### src/rtl/prefetch_req_issuer.sv
// Next-line prefetch receiver: line-aligns and de-duplicates an incoming
// batch, buffers whole batches, and issues their lines one per handshake.
module prefetch_req_issuer #(
   parameter int ENTRIES     = 4,
   parameter int LINE_SIZE   = 64,
   parameter int QUEUE_DEPTH = 2,
   localparam int LANE_W     = (ENTRIES > 1) ? $clog2(ENTRIES) : 1
) (
   input  logic                    clk,
   input  logic                    reset,
   input  logic                    pf_valid,
   input  logic [ENTRIES-1:0]      pf_mask,
   input  logic [ENTRIES*32-1:0]   pf_addr,
   output logic                    pf_ready,
   output logic                    req_valid,
   output logic [31:0]             req_addr,
   output logic [LANE_W-1:0]       req_lane,
   input  logic                    req_ready,
   output logic                    busy,
   output logic [15:0]             drop_count
);

   localparam int PTR_W = $clog2(QUEUE_DEPTH);
   localparam int CNT_W = PTR_W + 1;
   localparam logic [31:0] LINE_MASK = ~(32'(LINE_SIZE) - 32'd1);

   // The mask stored per slot doubles as the pending mask once the slot
   // reaches the head: issued lanes are cleared in place.
   logic [ENTRIES-1:0] mask_mem [QUEUE_DEPTH];
   logic [31:0]        addr_mem [QUEUE_DEPTH][ENTRIES];
   logic [PTR_W-1:0]   head;
   logic [PTR_W-1:0]   tail;
   logic [CNT_W-1:0]   occ;

   logic [31:0]        aligned [ENTRIES];
   logic [ENTRIES-1:0] eff_mask;
   logic [ENTRIES-1:0] head_mask;
   logic [ENTRIES-1:0] sel_onehot;
   logic [ENTRIES-1:0] cleared_mask;
   logic [LANE_W-1:0]  sel_lane;
   logic               full;
   logic               push;
   logic               drop;
   logic               accept_hs;
   logic               pop;

   // Align incoming lanes and drop masked-off or duplicate-line lanes.
   always_comb begin
      aligned  = '{default: '0};
      eff_mask = '0;
      for (int i = 0; i < ENTRIES; i++) begin
         aligned[i] = pf_addr[32*i +: 32] & LINE_MASK;
      end
      for (int i = 0; i < ENTRIES; i++) begin
         eff_mask[i] = pf_mask[i];
         for (int j = 0; j < i; j++) begin
            if (pf_mask[j] && (aligned[j] == aligned[i])) eff_mask[i] = 1'b0;
         end
      end
   end

   // Pick the lowest pending lane of the head batch and derive queue control.
   always_comb begin
      head_mask  = mask_mem[head];
      sel_lane   = '0;
      sel_onehot = '0;
      for (int i = ENTRIES - 1; i >= 0; i--) begin
         if (head_mask[i]) sel_lane = LANE_W'(i);
      end
      sel_onehot[sel_lane] = 1'b1;
      cleared_mask = head_mask & ~sel_onehot;

      full      = (occ == CNT_W'(QUEUE_DEPTH));
      push      = pf_valid && (eff_mask != '0) && !full;
      drop      = pf_valid && (eff_mask != '0) && full;
      req_valid = (occ != '0);
      accept_hs = req_valid && req_ready;
      pop       = accept_hs && (cleared_mask == '0);

      pf_ready  = !full;
      busy      = req_valid;
      req_lane  = req_valid ? sel_lane : '0;
      req_addr  = req_valid ? addr_mem[head][sel_lane] : 32'd0;
   end

   // Queue pointers, occupancy, pending masks and the drop counter.
   always_ff @(posedge clk) begin
      if (!reset) begin
         occ        <= '0;
         head       <= '0;
         tail       <= '0;
         drop_count <= '0;
         for (int q = 0; q < QUEUE_DEPTH; q++) mask_mem[q] <= '0;
      end else begin
         // head and tail only coincide when empty (no handshake) or full (no push)
         if (accept_hs) mask_mem[head] <= cleared_mask;
         if (push) begin
            mask_mem[tail] <= eff_mask;
            tail           <= tail + PTR_W'(1);
         end
         if (pop) head <= head + PTR_W'(1);
         if (push && !pop)      occ <= occ + CNT_W'(1);
         else if (pop && !push) occ <= occ - CNT_W'(1);
         if (drop && (drop_count != 16'hFFFF)) drop_count <= drop_count + 16'd1;
      end
   end

   // Aligned addresses are only read through a nonzero pending mask,
   // so the storage itself needs no reset.
   always_ff @(posedge clk) begin
      if (reset && push) begin
         for (int i = 0; i < ENTRIES; i++) addr_mem[tail][i] <= aligned[i];
      end
   end

endmodule

### config.mk
export PLATFORM = sky130hd
export DESIGN_NAME = prefetch_req_issuer
export DESIGN_NICKNAME = d
export VERILOG_FILES = /design/src/rtl/prefetch_req_issuer.sv
export SDC_FILE = /design/constraint.sdc
export NUM_CORES = 1
export LEC_CHECK = 0
export BUFFER_PORTS_ARGS = -buffer_cell sky130_fd_sc_hd__buf_2
export CORE_MARGIN = 2
export CORE_UTILIZATION = 27
export DETAILED_ROUTE_END_ITERATION = 8
export SETUP_SLACK_MARGIN = 0.2
export SLEW_MARGIN = 20
export SYNTH_ARGS = -nofsm -noshare
export SYNTH_HDL_FRONTEND = slang
export SYNTH_SLANG_ARGS = --single-unit
### constraint.sdc
create_clock -name clk -period 3.9 [get_ports clk]
set_clock_uncertainty 0.2 [all_clocks]
set_input_delay 0.39 -clock clk [delete_from_list [all_inputs] [get_ports clk]]
set_output_delay 0.39 -clock clk [all_outputs]
set_load 0.01 [all_outputs]
# Word-level counts from Yosys, hierarchy flattened
# Memories as Yosys holds them, arrays and structs flattened. A register that Yosys moved wholly into a read port is not among the register bits.
# Cells that the tools add are included.
# word_totals
register_bits	20
in_bits	136
n_memories	2
ram_bits	216
word_cells	88
# op_classes
n_addsub	5
magnitude_cmp	3
mux	38
n_reduce_logical	25
n_bitwise	3
n_eq_ne	8
# mem_list
memory	depth	width	read_ports	rd_clocked_by_memory_dff	wr	line	rtl
addr_mem	2	104	1	1	1	30	logic [31:0] addr_mem [QUEUE_DEPTH][ENTRIES];
mask_mem	2	4	1	1	2	29	logic [ENTRIES-1:0] mask_mem [QUEUE_DEPTH];
# op_table
op	n
$eq A26 B26 Y1	6
$mux W32	3
$bmux W32 S2	1
$mux W1	24
$add A16 B1 Y16 const B	1
$logic_and A1 B1 Y1	16
$ne A16 B16 Y1 const B	1
$mux W2	7
$mux W4	2
$reduce_or A4 Y1	2
$and A4 B4 Y4	1
$logic_not A4 Y1	1
$not A4 Y4	1
$reduce_bool A2 Y1	2
$reduce_bool A4 Y1	1
$ge A3 B3 Y1 const B	1
$logic_not A1 Y1	3
$lt A2 B3 Y1 const B	1
$not A2 Y3	1
$add A1 B1 Y1 const B	2
$add A2 B1 Y2 const B	1
$demux W1 S2	1
$eq A2 B2 Y1 const B	1
$ge A2 B1 Y1 const B	1
$sub A2 B1 Y2 const B	1

# Depth between registers and ports, before layout
# logic_depth
word_depth	15
depth_mapped	10

# Worst setup path after synthesis
# OpenSTA, ideal clock, no wires.
# synth_timing
kind	input-to-reg
start	input port pf_addr[74]
end	memory addr_mem[1][0] (netlist bit) (enable)
t_required_ns	3.243
cell_stages	8
arrival_time_ns	3.561
slack_ns	-0.318
path_cell_list	xnor2_1 -> nand4_1 -> nor3_1 -> a21boi_0 -> a22oi_4 -> a21oi_4 -> nand3_2 -> inv_1
# synth_between
elab_chain_len	10
# synth_rtl
item	line	rtl
from (decl)	13	input logic [ENTRIES*32-1:0] pf_addr,
$eq A26 B26 Y1	57	if (pf_mask[j] && (aligned[j] == aligned[i])) eff_mask[i] = 1'b0;
$logic_and A1 B1 Y1	57	
$mux W1 (2 in series)	57	
$reduce_bool A4 Y1 (*)	74	push = pf_valid && (eff_mask != '0) && !full;
$logic_and A1 B1 Y1 (*) (2 in series)	74	
named net push	42	logic push;
$logic_and A1 B1 Y1 (*)	111	if (reset && push) begin
$mux W1 (*)	111	
$mux W1 (not written as such) (*)	112	for (int i = 0; i < ENTRIES; i++) addr_mem[tail][i] <= aligned[i];
to (decl)	30	
# The timed path passes the listed nets; every way through them passes the cells marked *.

==> results.cfg <==
[run_status]
status = finished, final reports clean

[placement]
place_area_um2 = 13140
post-place-ws_ns = 0.4952
dp.cells = 1475
globalplace.congestion = 0.9163
post-dp-hpwl_um = 24910
io_buffer_count = 158

[worst_hold_path]
worstHoldPathCells = 3
hold_path.class = in2reg

[critical_path]
crit_path_end_kind = primary output
critPathLaunchType = flop
crit_type = reg2out
cpMaxStageDelayCell = a2111oi_4
cp_num_buf_inv = 4
path_cells = buf_4 -> mux2i_4 -> nor2b_4 -> nor2_1 -> nor2_2 -> a21oi_4 -> buf_4 -> buf_12 -> mux4_2 -> nor2_1 -> a2111oi_4 -> buf_2
reg2reg_depth = 7
cp_max_fo = 12
worst_path_largest_cell_delay_ns = 0.41
reg2reg_setup_slack_ns = 0.93
cp_num_cells = 12
critPathTopFamily = buffers and inverters
cp.arrival_ns = 2.97
critPathRequiredTime_ns = 3.31

[global_route]
grt_pass1_wl_um = 49510
grt_max_degree = 105
antenna_found_initial = 1
grt_pass1_vias = 7683
grt_usage_pct = 15.12
grt_overflow = 0

[floorplan]
core-area_um2 = 42790
ioPinCount = 189
dieArea_um2 = 44830
start_util_pct = 27.23
num_rows = 76
die_x_um = 211.7
die_y_um = 211.7

[synthesis]
ys_ff_latch = 237
async_flop_share_pct = 0
synthFlopType = edfxtp_1
postSynthCellCount = 784
seq_area_frac_synth_pct = 59.28
syn-cell-area_um2 = 11650
avgSynthCellArea_um2 = 14.86
ys_warn_count = 0
synth_edf_count = 216
ys_types = 60

[timing]
fin_setup_tns_ns = 0
fin_crit_sh_pct = 91.39
maxSlewHeadroom_pct = 50.09
fin_crit_ns = 3.564
final-hold-violation-count = 0
worst_pin_slew_ns = 0.7486
worst_slack_ns = 0.3359
report.final.slew_viol_count = 0
setup_viol = 0
max_freq_ghz = 0.2806
rsz0062_at_grt = no

[power]
power.density_nw_per_um2 = 553.6
p_leak_nw = 5.147
power_mw = 8.368
peakVddDrop_v = 0.0003392

[routing]
routed_wl_um = 34390
ant_nets = 0
drc = 0
first_pass_iters = 4
drt-initial-drc-count = 507
vias = 7764
vias_per_cell = 4.754
routedWlPerCell_um = 21.06

[final_layout]
synthToLayoutAreaGrowth_pct = 29.75
final_common_cell = edfxtp_1
nets = 1206
final_cell_mix = edfxtp_1, buf_2, xnor2_1
layout.cells.non_filler = 1633
design_area_um2 = 15120
drive_above_1_share_pct = 24.95

[clocking]
cts_tree = built
clock_latency_ns = 0.54
cts_max_path_buffers = 3
cts_root_buf = clkbuf_16
clkTransAtPathRegs_ns = 0.06
htreeDepth = 1
numCtsBuffers = 25
cts_sinks = 237

[flow_run]
max_cap_viol_count = 0
Yosys cell counts (all sizes together), types with 2 or more instances:
cell type  count  share of area (%)
edfxtp       216                 56
xnor2        137                 10
nor2          49                1.6
mux2i         40                3.6
nand4         35                1.9
a211oi        29                1.9
nor2b         29                1.6
a2111oi       28                4.0
xor2          28                2.1
mux4          26                5.8
buf           23                1.4
nand2         22               0.71
dfxtp         21                3.6
a21oi         12               0.74
clkbuf        12               0.39
nor4          11               0.59
nand3          9               0.43
nor3           9               0.47
inv            7               0.23
and3           6               0.37
nand2b         5               0.27
a21boi         3               0.29
and4           3               0.23
nand3b         3               0.19
a21bo          2               0.17
a22oi          2               0.25
ha             2               0.21
where the power goes:
group	leakage, nW	switching [mW]	internal [mW]	total, mW
registers	2.16	0.0785	3.02	3.10
clock network	0.385	1.01	1.26	2.26
logic	2.60	1.76	1.24	3.00
logic make-up after synthesis:
family                     after synthesis  synth area share, %
DFF                                    237                59.28
and+or+nand+nor                        187                8.743
xor gates and xnor gates               165                12.40
AOI/OAI and AO/OA                       83                7.948
muxes                                   66                9.376
buffers and inverters                   43                1.997
adders and majority gates                2               0.2148
other                                    1              0.03219
metrics by stage:
step / utilization, % / hold slack [ns]
after global routing: 35.32 / 0.09689
after floorplan: - / 0.2793
after global placement: 30.71 / 0.2667
final: 35.32 / 0.07668
after detailed placement: 30.71 / 0.2812
after CTS: 35.15 / 0.07620
area by class of cell:
class	count	area [um^2]
tap	546	683.2
fill	4134	27680
timing repair buffer	287	2061
clock buffer	28	636.9
clock inverter	17	132.6
sequential	237	6910
inverter	8	33.78
antenna	1	2.502
multi-input combinational	509	4656
sequential cells by signal (all words and copies together) (netlist names), named ones only:
register / cells
head: 1
occ: 2
tail: 1
drop_count: 16
mask_mem: 8
addr_mem: 208
path summary, 6_finish.rpt:
| check | start | end |
|---|---|---|
| hold / removal | reset | drop_count[5] |
| setup reg to reg | flop | occ[1] |
| hold reg to reg | drop_count[11] | drop_count[11] |
| setup / recovery | flop | req_addr[11] |
tightest hold or removal path, delay by kind of cell:
kind | cells | cell delay, ns
buffers and inverters | 1 | 0.21
multiplexers | 1 | 0.05
AND/OR/NAND/NOR | 1 | 0.11
routing by layer:
layer | track usage (%) | wire length, um
met1 | 20.80 | 15540
met2 | 25.15 | 16500
met3 | 1.988 | 1685
met4 | 3.910 | 662
met5 | 0 | 0
timing repair:
action,4_1_cts,5_1_grt
pin swaps,0,1
endpoints found under the setup margin,16,13
hold endpoints to repair,208,0
resized for setup,5,6
hold buffers,104,0
setup buffers,6,2
(Power assumes the default switching activity.)
